===== src/rtl/cheri_tsmap_arbiter_pkg.sv =====
`default_nettype none
// ============================================================================
// Module      : cheri_tsmap_arbiter_pkg
// Description : Shared types and helpers for the temporal-safety map path.
//               Holds the buffered bus request type, the all-bytes enable
//               constant and the byte-merge helper also used by the load path.
// Revision    : 1.0 - initial release
// ============================================================================
package cheri_tsmap_arbiter_pkg;

    // Full-word byte enable used for every read access.
    localparam logic [3:0] TSMAP_BE_ALL = 4'hF;

    // Stored bus addresses are widened to this width so one struct serves any
    // port address width up to 32 bits.
    localparam int unsigned TSMAP_ADDR_W = 32;

    // Width of the starvation counter; wide enough for the largest wait limit.
    localparam int unsigned TSMAP_WAIT_W = 8;

    // One secondary-port request as held in the pending buffer.
    typedef struct packed {
        logic                    we;
        logic [3:0]              be;
        logic [TSMAP_ADDR_W-1:0] addr;
        logic [31:0]             wdata;
    } tsmap_bus_req_t;

    // Overlay the enabled bytes of upd onto base.
    function automatic logic [31:0] tsmap_byte_merge(
        input logic [31:0] base,
        input logic [31:0] upd,
        input logic [3:0]  be
    );
        logic [31:0] res;
        res = base;
        for (int i = 0; i < 4; i++) begin
            if (be[i]) begin
                res[8*i +: 8] = upd[8*i +: 8];
            end
        end
        return res;
    endfunction

endpackage
`default_nettype wire


===== src/rtl/cheri_tsmap_arbiter.sv =====
`default_nettype none
// ============================================================================
// Module      : cheri_tsmap_arbiter
// Description : Shares the single-port TS map SRAM between the core load
//               filter (absolute priority, never stalled) and a secondary bus
//               port that uses idle cycles. A one-entry pending buffer holds
//               the bus request; buffered writes are forwarded into core reads
//               of the same word so the core never sees stale revocation bits.
// Revision    : 1.0 - initial release
// ============================================================================
module cheri_tsmap_arbiter
    import cheri_tsmap_arbiter_pkg::*;
#(
    parameter int unsigned TSMapSize = 1024,
    parameter int unsigned AddrW     = 16,
    parameter int unsigned MaxWait   = 15
) (
    input  logic             clk_i,
    input  logic             rst_ni,

    input  logic             core_cs_i,
    input  logic [AddrW-1:0] core_addr_i,
    output logic [31:0]      core_rdata_o,

    input  logic             bus_req_i,
    input  logic             bus_we_i,
    input  logic [3:0]       bus_be_i,
    input  logic [AddrW-1:0] bus_addr_i,
    input  logic [31:0]      bus_wdata_i,
    output logic             bus_gnt_o,
    output logic             bus_rvalid_o,
    output logic [31:0]      bus_rdata_o,
    output logic             bus_err_o,

    output logic             mem_cs_o,
    output logic             mem_we_o,
    output logic [3:0]       mem_be_o,
    output logic [AddrW-1:0] mem_addr_o,
    output logic [31:0]      mem_wdata_o,
    input  logic [31:0]      mem_rdata_i,

    output logic             starve_o
);

    localparam logic [TSMAP_WAIT_W-1:0] c_MAX_WAIT = TSMAP_WAIT_W'(MaxWait);
    localparam logic [TSMAP_ADDR_W-1:0] c_MAP_SIZE = TSMAP_ADDR_W'(TSMapSize);

    // ------------------------------------------------------------------
    // State
    // ------------------------------------------------------------------
    logic                    r_out_en;     // low in reset and the cycle after
    logic                    r_buf_vld;
    tsmap_bus_req_t          r_buf;
    logic                    r_buf_err;
    logic [TSMAP_WAIT_W-1:0] r_wait_cnt;
    logic                    r_core_rd;    // core read issued last cycle
    logic [3:0]              r_fwd_be;
    logic [31:0]             r_fwd_wdata;
    logic                    r_rsp_vld;
    logic                    r_rsp_rd;     // response carries SRAM read data
    logic                    r_rsp_err;

    // ------------------------------------------------------------------
    // Per-cycle decisions
    // ------------------------------------------------------------------
    logic w_en;
    logic w_core_rd;
    logic w_issue;
    logic w_err_done;
    logic w_drain;
    logic w_accept;
    logic w_blocked;
    logic w_req_err;
    logic w_fwd_hit;

    // Every output is forced quiet while in reset and for one cycle after it.
    assign w_en       = rst_ni & r_out_en;
    assign w_core_rd  = w_en & core_cs_i;

    // A buffered SRAM request only goes out when the core leaves the port idle;
    // an out-of-range request retires on its own regardless of the core.
    assign w_issue    = w_en & r_buf_vld & ~r_buf_err & ~core_cs_i;
    assign w_err_done = w_en & r_buf_vld & r_buf_err;
    assign w_drain    = w_issue | w_err_done;
    assign w_blocked  = w_core_rd & r_buf_vld & ~r_buf_err;

    assign w_accept   = w_en & bus_req_i & (~r_buf_vld | w_drain);
    assign w_req_err  = TSMAP_ADDR_W'(bus_addr_i) >= c_MAP_SIZE;

    // The buffered write cannot reach the SRAM while the core reads, so the
    // pending bytes must be overlaid on the returned word.
    assign w_fwd_hit  = w_core_rd & r_buf_vld & r_buf.we & ~r_buf_err &
                        (TSMAP_ADDR_W'(core_addr_i) == r_buf.addr);

    // Pending buffer, starvation counter, forwarding and response tracking.
    always_ff @(posedge clk_i) begin
        if (!rst_ni) begin
            r_out_en    <= 1'b0;
            r_buf_vld   <= 1'b0;
            r_buf       <= '0;
            r_buf_err   <= 1'b0;
            r_wait_cnt  <= '0;
            r_core_rd   <= 1'b0;
            r_fwd_be    <= '0;
            r_fwd_wdata <= '0;
            r_rsp_vld   <= 1'b0;
            r_rsp_rd    <= 1'b0;
            r_rsp_err   <= 1'b0;
        end else begin
            r_out_en <= 1'b1;

            if (w_accept) begin
                r_buf_vld   <= 1'b1;
                r_buf.we    <= bus_we_i;
                r_buf.be    <= bus_be_i;
                r_buf.addr  <= TSMAP_ADDR_W'(bus_addr_i);
                r_buf.wdata <= bus_wdata_i;
                r_buf_err   <= w_req_err;
            end else if (w_drain) begin
                r_buf_vld   <= 1'b0;
            end

            if (w_issue) begin
                r_wait_cnt <= '0;
            end else if (w_blocked && (r_wait_cnt != c_MAX_WAIT)) begin
                r_wait_cnt <= r_wait_cnt + 1'b1;
            end

            r_core_rd   <= w_core_rd;
            r_fwd_be    <= w_fwd_hit ? r_buf.be    : 4'h0;
            r_fwd_wdata <= w_fwd_hit ? r_buf.wdata : 32'h0;

            r_rsp_vld   <= w_drain;
            r_rsp_rd    <= w_issue & ~r_buf.we;
            r_rsp_err   <= w_err_done;
        end
    end

    // SRAM port mux: core first, then the buffered bus request.
    always_comb begin
        mem_cs_o    = 1'b0;
        mem_we_o    = 1'b0;
        mem_be_o    = 4'h0;
        mem_addr_o  = '0;
        mem_wdata_o = 32'h0;
        if (w_core_rd) begin
            mem_cs_o   = 1'b1;
            mem_be_o   = TSMAP_BE_ALL;
            mem_addr_o = core_addr_i;
        end else if (w_issue) begin
            mem_cs_o    = 1'b1;
            mem_we_o    = r_buf.we;
            mem_be_o    = r_buf.we ? r_buf.be : TSMAP_BE_ALL;
            mem_addr_o  = r_buf.addr[AddrW-1:0];
            mem_wdata_o = r_buf.we ? r_buf.wdata : 32'h0;
        end
    end

    // Bus handshake and response; read data passes straight from the SRAM.
    always_comb begin
        bus_gnt_o    = w_accept;
        bus_rvalid_o = w_en & r_rsp_vld;
        bus_err_o    = w_en & r_rsp_vld & r_rsp_err;
        bus_rdata_o  = (w_en & r_rsp_vld & r_rsp_rd) ? mem_rdata_i : 32'h0;
    end

    // Core read data with buffered-write bytes overlaid; zero when no read.
    always_comb begin
        core_rdata_o = 32'h0;
        if (w_en && r_core_rd) begin
            core_rdata_o = tsmap_byte_merge(mem_rdata_i, r_fwd_wdata, r_fwd_be);
        end
    end

    // Alert once a buffered request has waited the full limit behind the core.
    always_comb begin
        starve_o = w_en & (r_wait_cnt == c_MAX_WAIT);
    end

endmodule
`default_nettype wire

===== config.mk =====
export PLATFORM = sky130hd
export DESIGN_NAME = cheri_tsmap_arbiter
export DESIGN_NICKNAME = d
export VERILOG_FILES = /design/src/rtl/cheri_tsmap_arbiter_pkg.sv /design/src/rtl/cheri_tsmap_arbiter.sv
export SDC_FILE = /design/constraint.sdc
export NUM_CORES = 1
export LEC_CHECK = 0
export BUFFER_PORTS_ARGS = -buffer_cell sky130_fd_sc_hd__buf_2
export CORE_MARGIN = 3
export CORE_UTILIZATION = 50
export CTS_CLUSTER_DIAMETER = 150
export DETAILED_ROUTE_END_ITERATION = 10
export PLACE_DENSITY = 0.85
export SLEW_MARGIN = 10
export SYNTH_ARGS = -nofsm -noshare
export SYNTH_HDL_FRONTEND = slang
export SYNTH_SLANG_ARGS = --single-unit

===== constraint.sdc =====
create_clock -name clk_i -period 4 [get_ports clk_i]
set_clock_uncertainty 0.05 [all_clocks]
set_input_delay 0.8 -clock clk_i [delete_from_list [all_inputs] [get_ports clk_i]]
set_output_delay 0.8 -clock clk_i [all_outputs]
set_load 0.005 [all_outputs]

* Word level (Yosys, flattened, before mapping)
Index checks and enable logic that the tools add are counted.
** Storage, ports and cells
- Bits in registers :: 104
- Input port bits :: 105
- Output and inout port bits :: 122
** Cells by class
- Add/subtract/negate cells :: 1
- Order comparisons :: 1
- Equality and inequality tests :: 3
- Mux-type cells :: 21
- Bitwise operators :: 25
- Reductions and logical operators :: 5
** Operators by type and width (count)
- 2-to-1 mux 32 bit :: 5
- 2-to-1 mux 16 bit :: 2
- 2-to-1 mux 8 bit :: 4
- bitwise AND 1 bit :: 18
- equality test 16 bit :: 1
- >= comparator 16 x 11 -> 1 bit (second input constant) :: 1
- 2-to-1 mux 4 bit :: 3
- adder 8 x 1 -> 8 bit (second input constant) :: 1
- equality test 8 x 4 -> 1 bit (second input constant) :: 1
- != test 8 x 4 -> 1 bit (second input constant) :: 1
- 2-to-1 mux 1 bit :: 7
- NOT 1 bit :: 5
- logical AND 1 bit :: 2
- OR 1 bit :: 2
- AND reduction 2 bit :: 1
- nonzero test 2 bit :: 1
- OR reduction 2 bit :: 1

* Logic depth before layout (Yosys ltp)
Gate-level depths: netlist of run 1.
- Depth in word-level cells :: 8
- Mapped depth :: 8
- Depth with buffers taken out :: 5

* Worst setup path before layout of run 1
Ideal clock, no wire load.
- Kind :: input to output
- From :: input port rst_ni
- To :: output port mem_wdata_o[12]
- Data arrival time :: 1.716 ns
- Data required time :: 3.150 ns
- Slack :: 1.434 ns
- Stages on the path :: 6
- Buffers on the path :: 3
- Path through :: buf_6 > nand2_1 > nor3_1 > buf_2 > clkbuf_1 > and3_1
** On the way
- Cells in the longest elaborated chain, start to end :: 6
- Elaborated cells on any way between the ends :: 7
- Those cells by class :: 2 x mux; 5 x bitwise
** Ends and longest elaborated chain
- start, declared :: line cheri_tsmap_arbiter.sv:19 : input logic rst_ni,
- bitwise AND 1 bit (*) :: line cheri_tsmap_arbiter.sv:77 : assign w_en = rst_ni & r_out_en;
- bitwise AND 1 bit (3 in a row) :: line cheri_tsmap_arbiter.sv:82 : assign w_issue = w_en & r_buf_vld & ~r_buf_err & ~core_cs_i;
- 2-to-1 mux 32 bit :: line cheri_tsmap_arbiter.sv:150 : end else if (w_issue) begin
- 2-to-1 mux 32 bit (*) :: line cheri_tsmap_arbiter.sv:146 : if (w_core_rd) begin
- end, declared :: line cheri_tsmap_arbiter.sv:39 : output logic [31:0] mem_wdata_o,
Mark *: on every way between the ends. The rest lies on a longest branch, timed or not.

* Final worst setup path of run 1
- From :: input port rst_ni
- To :: output port bus_rdata_o[30]
** On the way
- Cells in the longest elaborated chain, start to end :: 4
** Ends and longest elaborated chain
- bitwise AND 1 bit :: line cheri_tsmap_arbiter.sv:77
- bitwise AND 1 bit (2 in a row) :: line cheri_tsmap_arbiter.sv:164 : bus_rdata_o = (w_en & r_rsp_vld & r_rsp_rd) ? mem_rdata_i : 32'h0;
- 2-to-1 mux 32 bit :: line cheri_tsmap_arbiter.sv:164
- end, declared :: line cheri_tsmap_arbiter.sv:32 : output logic [31:0] bus_rdata_o,
Every way passes these cells.

==> results.sh, run 1 <==
export IMPL_status="finished clean"
export IMPL_cts_resized_gates=0
export IMPL_min_period_ns=3.07
export IMPL_antenna_cells=0
export IMPL_synth_warnings=0
export IMPL_synth_area_leaders="dfxtp_1 40%, nand2_1 8.2%, and3_1 8.1%"
export IMPL_crit_fanout=25
export IMPL_cts_made_buffers=9
export IMPL_final_hold_violation_count=0
export IMPL_yosysTopAreaCell="dfxtp_1"
export IMPL_drive_gt1_share_pct=35.2
export IMPL_post_dp_cell_area_sq_mm=0.00637
export IMPL_cts_hold_buf=0
export IMPL_vias=4951
export IMPL_clockPowerShare_pct=32.7
export IMPL_slew_violations=0
export IMPL_worst_ep_arrival_time_ns=2.22
export IMPL_critPathRequiredTime_ns=3.15
export IMPL_yosys_top_cells_count="114 x nand2_1, 104 x dfxtp_1, 68 x and3_1"
export IMPL_yosysSeqAreaShare_pct=39.7
export IMPL_port_buffer_count=226
export IMPL_p_leak_nw=3.11
export IMPL_path_class="in -> out"
export IMPL_clock_latency_ns=0.35
export IMPL_finalSetupViolCount=0
export IMPL_synth_edf_count=0
export IMPL_fin_nets=934
export IMPL_ys_ff_latch=104
export IMPL_synthesis_nets=735
export IMPL_tritoncts="built"
export IMPL_crit_path_start_kind="input pin"
export IMPL_grt_usage_pct=24.1
export IMPL_ios=227
export IMPL_maxCapViolations=0
export IMPL_clkTransAtPathRegs_ns=0.10
export IMPL_synth_async_sr_flop_share_pct=0
export IMPL_worst_pin_slew_ns=0.885
export IMPL_dieWidth_microns=108
export IMPL_drt_iter0_markers=246
export IMPL_core_area_sq_mm=0.0100
export IMPL_cellPowerDensity_mw_per_mm2=285
export IMPL_fin_area_sq_mm=0.00655
export IMPL_post_route_period_util_pct=76.8
export IMPL_rsz0062_at_grt="false"
export IMPL_cts_buffer_depth=2
export IMPL_min_path_type="reg -> reg"
export IMPL_routed_wl_microns=14600
export IMPL_fmax_ghz=0.326
export IMPL_cts_setup_buffers=0
export IMPL_start_util_pct=52.4
export IMPL_place_hpwl_microns=10900
export IMPL_ant_nets=0
export IMPL_mappedNetlistArea_sq_mm=0.00524
export IMPL_die_area_sq_mm=0.0117
export IMPL_yosysMostFrequentCell="nand2_1"
export IMPL_grt_pass1_wl_microns=22400
export IMPL_place_inst=950
export IMPL_drt_pass1_iterations=4
export IMPL_ir_drop_uv=216
export IMPL_post_drt_wl_per_cell_microns=15.1
export IMPL_htree_levels=3
export IMPL_grt_ovfl_total=0
export IMPL_antenna_found_initial=0
export IMPL_place_congestion=0.843
export IMPL_rows=36
export IMPL_p_comb_share_pct=9.7
export IMPL_slew_headroom_pct=40.9
export IMPL_viasPerCell=5.13
export IMPL_drc=0
export IMPL_slowest_delay_ns=0.48
export IMPL_cts_sinks=104
export IMPL_synthCells=629
export IMPL_crit_chain="buf_2, and3_1, buf_4, and3_1, buf_2"
export IMPL_setup_tns_ns=0
export IMPL_p_int_mw=1.39
export IMPL_yosys_most_used_dff="dfxtp_1"
export IMPL_end_kind="primary output"
export IMPL_power_switching_mw=0.480
export IMPL_seq_power_share_pct=57.6
export IMPL_synth_cell_types=51
export IMPL_slowest_stage="and3_1"
export IMPL_fill_cells=891
export IMPL_die_h_microns=108
export IMPL_finalNonFillerCells=966
export IMPL_avgSynthCellArea_sq_um=8.33
export IMPL_clockRootBuffer="clkbuf_8"
export IMPL_switching_share_pct=25.7
export IMPL_grt_pass1_vias=4632
export IMPL_grt_start_max_net_pins=56
export IMPL_areaGrowthSynthToFinish_pct=25.1
export IMPL_synth_top_area_share_pct=39.7
## metrics by stage
| stage | worst slack (ns) | power, mW | utilization [%] | hold WS (ns) |
|---|---|---|---|---|
| 2_1_floorplan | 1.43 | 1.19 | - | 0.375 |
| 3_3_place_gp | 0.976 | 1.28 | 63.7 | 0.392 |
| 3_5_place_dp | 0.926 | 1.28 | 63.7 | 0.396 |
| 4_1_cts | 0.929 | 1.89 | 65.5 | 0.399 |
| 5_1_grt | 0.816 | 1.96 | 65.5 | 0.421 |
| 6_report | 0.929 | 1.87 | 65.5 | 0.398 |
## power by group through the flow
stage	clock network (mW)	logic (mW)	registers, mW
6_report	0.611	0.181	1.08
5_1_grt	0.675	0.203	1.08
4_1_cts	0.626	0.183	1.08
3_5_place_dp	0	0.181	1.10
3_3_place_gp	0	0.180	1.10
2_1_floorplan	0	0.0973	1.09
## final cells by class
class                   count  area, sq um  share of cell area (%)
well taps                 133          166                    2.54
clock buffers              11          141                    2.16
clock inverters             5         41.3                   0.630
inverters                  44          166                    2.54
flip-flops and latches    104         2080                    31.8
repair buffers            236         1210                    18.4
multi-input cells         433         2750                    42.0
## cell families after synthesis
logic type / synth area share, %
XOR/XNOR: 2.67
flip-flops: 39.7
buffers and inverters: 7.98
multiplexers: 6.11
AND/OR/NAND/NOR: 30.2
adder cells (fa/ha/maj): 0.239
AO/OA/AOI/OAI: 13.1
## critical path: cells and delay by family
kind	cells	cell delay, ns
buffers and inverters	3	0.75
AND/OR/NAND/NOR	2	0.65
## cells in the final DEF (no fill, tap or decap), types with 3 or more instances in the layout
master,instances
xor2_1,13
clkbuf_8,10
and3_1,68
nor2b_1,5
buf_4,10
and2_1,3
a21oi_1,5
nor2_1,41
o21a_1,4
a21boi_1,19
nand3_1,5
nor3_1,8
nand2_1,114
inv_1,42
nor4_1,4
dfxtp_1,104
mux2i_1,32
a21boi_0,34
xnor2_1,3
buf_2,226
a22o_1,12
o21ai_0,4
nor3_2,31
## final timing paths
check | to | from | depth (start not counted) | slack, ns
hold reg to reg | r_fwd_wdata[20]$_SDFF_PN0_ | r_buf[20]$_SDFFE_PN0P_ | 2 | 0.40
setup / recovery | bus_rdata_o[30] | rst_ni | 5 | 0.93
setup reg to reg | r_fwd_be[3]$_SDFF_PN0_ | r_buf[68]$_SDFFE_PN0P_ | 5 | 1.85
hold / removal | r_fwd_wdata[20]$_SDFF_PN0_ | r_buf[20]$_SDFFE_PN0P_ | 2 | 0.40
## flip-flops by register name, summed over array words and instances (netlist names)
name / flops
r_buf: 53
r_fwd_wdata: 32
r_wait_cnt: 8
r_fwd_be: 4
r_buf_err: 1
r_buf_vld: 1
r_core_rd: 1
r_out_en: 1
r_rsp_err: 1
r_rsp_rd: 1
r_rsp_vld: 1
## layer usage
layer	share of wire, %	global-route usage (%)	up-vias
met2	48	42.6	187
met5	0	0	-
met4	1.6	7.03	0
li1	-	-	2502
met3	9.5	6.03	19
met1	41	28.7	2243
(Power assumes the default switching activity.)
==> run 2: changes to the inputs <==
--- a/config.mk
+++ b/config.mk
@@ -7,10 +7,10 @@
 export LEC_CHECK = 0
 export BUFFER_PORTS_ARGS = -buffer_cell sky130_fd_sc_hd__buf_2
 export CORE_MARGIN = 3
-export CORE_UTILIZATION = 50
+export CORE_UTILIZATION = 48
 export CTS_CLUSTER_DIAMETER = 150
 export DETAILED_ROUTE_END_ITERATION = 10
-export PLACE_DENSITY = 0.85
+export PLACE_DENSITY = 0.82
 export SLEW_MARGIN = 10
 export SYNTH_ARGS = -nofsm -noshare
 export SYNTH_HDL_FRONTEND = slang
==> constraint.sdc (replaced) <==
create_clock -name clk_i -period 3.2 [get_ports clk_i]
set_clock_uncertainty 0.05 [all_clocks]
set_input_delay 0.64 -clock clk_i [delete_from_list [all_inputs] [get_ports clk_i]]
set_output_delay 0.64 -clock clk_i [all_outputs]
set_load 0.005 [all_outputs]
==> run 2 against run 1 <==
Via count increased by 1.5%. Cell area increased by 1.1%. Register-to-register slack got worse by 0.62 ns. Critical path depth increased by 1. Combinational power increased by 27%. Total power increased by 35%. Sequential share of layout area decreased by 0.36 points. Critical endpoint is now mem_wdata_o[5]. Setup slack got worse by 0.45 ns. First-iteration DRC count increased by 2.4%. Non-clock buffer count increased by 2. Final cell count increased by 0.52%.
==> results.sh, run 2 (synthesis results as in run 1) <==
export IMPL_status="finished clean"
export IMPL_slowest_delay_ns=0.40
export IMPL_end_kind="primary output"
export IMPL_place_congestion=0.885
export IMPL_hold_end="r_fwd_wdata[18]$_SDFF_PN0_"
export IMPL_htree_levels=3
export IMPL_p_leak_nw=3.15
export IMPL_grt_ovfl_total=0
export IMPL_clock_latency_ns=0.35
export IMPL_grt_usage_pct=23.5
export IMPL_worst_pin_slew_ns=0.892
export IMPL_hold_ws_ns=0.415
export IMPL_ir_drop_uv=196
export IMPL_final_hold_violation_count=0
export IMPL_vias=5027
export IMPL_min_from="r_buf[18]$_SDFFE_PN0P_"
export IMPL_port_buffer_count=226
export IMPL_place_inst=955
export IMPL_rsz0062_at_grt="false"
export IMPL_start_util_pct=50.1
export IMPL_ios=227
export IMPL_fmax_ghz=0.367
export IMPL_r2r_start="r_buf[42]$_SDFFE_PN0P_"
export IMPL_crit_path_start_kind="input pin"
export IMPL_antenna_found_initial=0
export IMPL_critPathRequiredTime_ns=2.51
export IMPL_post_route_period_util_pct=85.1
export IMPL_path_class="in -> out"
export IMPL_post_dp_cell_area_sq_mm=0.00639
export IMPL_finalNonFillerCells=971
export IMPL_routed_wl_microns=14800
export IMPL_r2r_slack_ns=1.23
export IMPL_hold_depth=2
export IMPL_die_area_sq_mm=0.0122
export IMPL_worst_ep_arrival_time_ns=2.03
export IMPL_slowest_stage="buf_2"
export IMPL_areaGrowthSynthToFinish_pct=26.5
export IMPL_reg2reg_to="r_fwd_wdata[31]$_SDFF_PN0_"
export IMPL_seq_area_sq_mm=0.00208
export IMPL_cts_sinks=104
export IMPL_post_drt_wl_per_cell_microns=15.3
export IMPL_dieWidth_microns=110
export IMPL_drive_gt1_share_pct=35.4
export IMPL_drt_pass1_iterations=6
export IMPL_viasPerCell=5.18
export IMPL_cts_made_buffers=9
export IMPL_tritoncts="built"
export IMPL_min_path_type="reg -> reg"
export IMPL_power_total_mw=2.52
export IMPL_multi_input_area_sq_mm=0.00275
export IMPL_clkTransAtPathRegs_ns=0.09
export IMPL_drc=0
export IMPL_setup_tns_ns=0
export IMPL_cts_buffer_depth=2
export IMPL_clockRootBuffer="clkbuf_8"
export IMPL_crit_fanout=32
export IMPL_slew_violations=0
export IMPL_maxCapViolations=0
export IMPL_fin_nets=936
export IMPL_cts_setup_buffers=0
export IMPL_rows=37
export IMPL_grt_pass1_wl_microns=23900
export IMPL_die_h_microns=110
export IMPL_antenna_cells=0
export IMPL_grt_start_max_net_pins=54
export IMPL_slew_headroom_pct=40.5
export IMPL_largest_reg_flops=53
export IMPL_cellPowerDensity_mw_per_mm2=380
export IMPL_core_area_sq_mm=0.0105
export IMPL_cts_resized_gates=0
export IMPL_reg_largest_list="r_buf x53, r_fwd_wdata x32, r_wait_cnt x8"
export IMPL_layout_setup_ws_ns=0.477
export IMPL_layout_common_cells="226 x buf_2, 114 x nand2_1, 104 x dfxtp_1"
export IMPL_fill_cells=973
export IMPL_ant_nets=0
export IMPL_r2r_cells=5
export IMPL_post_place_ws_ns=0.484
export IMPL_cts_hold_buf=0
export IMPL_path_common_cell="buf_2"
export IMPL_crit_chain="buf_2, nand2_1, nor3_2, buf_4, and3_1, buf_2"
export IMPL_min_period_ns=2.72
export IMPL_largest_register="r_buf"
export IMPL_fin_area_sq_mm=0.00663
export IMPL_fin_util_pct=63.4
export IMPL_grt_pass1_vias=4747
export IMPL_drt_iter0_markers=252
export IMPL_final_common_cell="buf_2"
export IMPL_place_hpwl_microns=10900
export IMPL_finalSetupViolCount=0
-- run 2: cell count changes in the layout (fill, tap and decap cells not counted), sizes merged --
cell      before  now
buf          236  238
bufinv         0    2
clkinv         3    2
clkinvlp       2    1
-- run 2: layout make-up --
| type | instances | area share [%] |
|---|---|---|
| clock buffer | 11 | 2.28 |
| clock inverter | 5 | 1.32 |
| inverter | 44 | 2.51 |
| multi-input combinational | 433 | 41.5 |
| sequential | 104 | 31.4 |
| tap | 136 | 2.57 |
| timing repair buffer | 238 | 18.4 |
-- run 2: layer usage --
layer / up-vias / GRT usage [%] / wire length, microns
met1: 2296 / 29.5 / 6370
met4: 0 / 6.90 / 180
met2: 208 / 40.0 / 7140
met3: 15 / 5.70 / 1130
met5: - / 0 / 0
li1: 2508 / - / -
-- run 2: critical path, delay by kind of cell --
kind / cells / cell delay [ns]
buffers and inverters: 3 / 0.84
and+or+nand+nor: 3 / 0.53
-- run 2: worst max path at each step --
stage / startpoint / to / slack [ns] / cells past startpoint
after global placement: rst_ni / mem_wdata_o[7] / 0.55 / 6
after floorplan: rst_ni / mem_wdata_o[12] / 0.95 / 6
final: rst_ni / mem_wdata_o[5] / 0.48 / 6
after global routing: rst_ni / mem_wdata_o[19] / 0.33 / 6
after detailed placement: rst_ni / mem_wdata_o[6] / 0.48 / 6
after CTS: rst_ni / mem_wdata_o[6] / 0.48 / 6
-- run 2: power breakdown --
group | switching (mW) | total (mW) | internal, mW
clock | 0.454 | 0.945 | 0.491
sequential | 0.0248 | 1.34 | 1.32
combinational | 0.122 | 0.230 | 0.108
total | 0.601 | 2.52 | 1.92
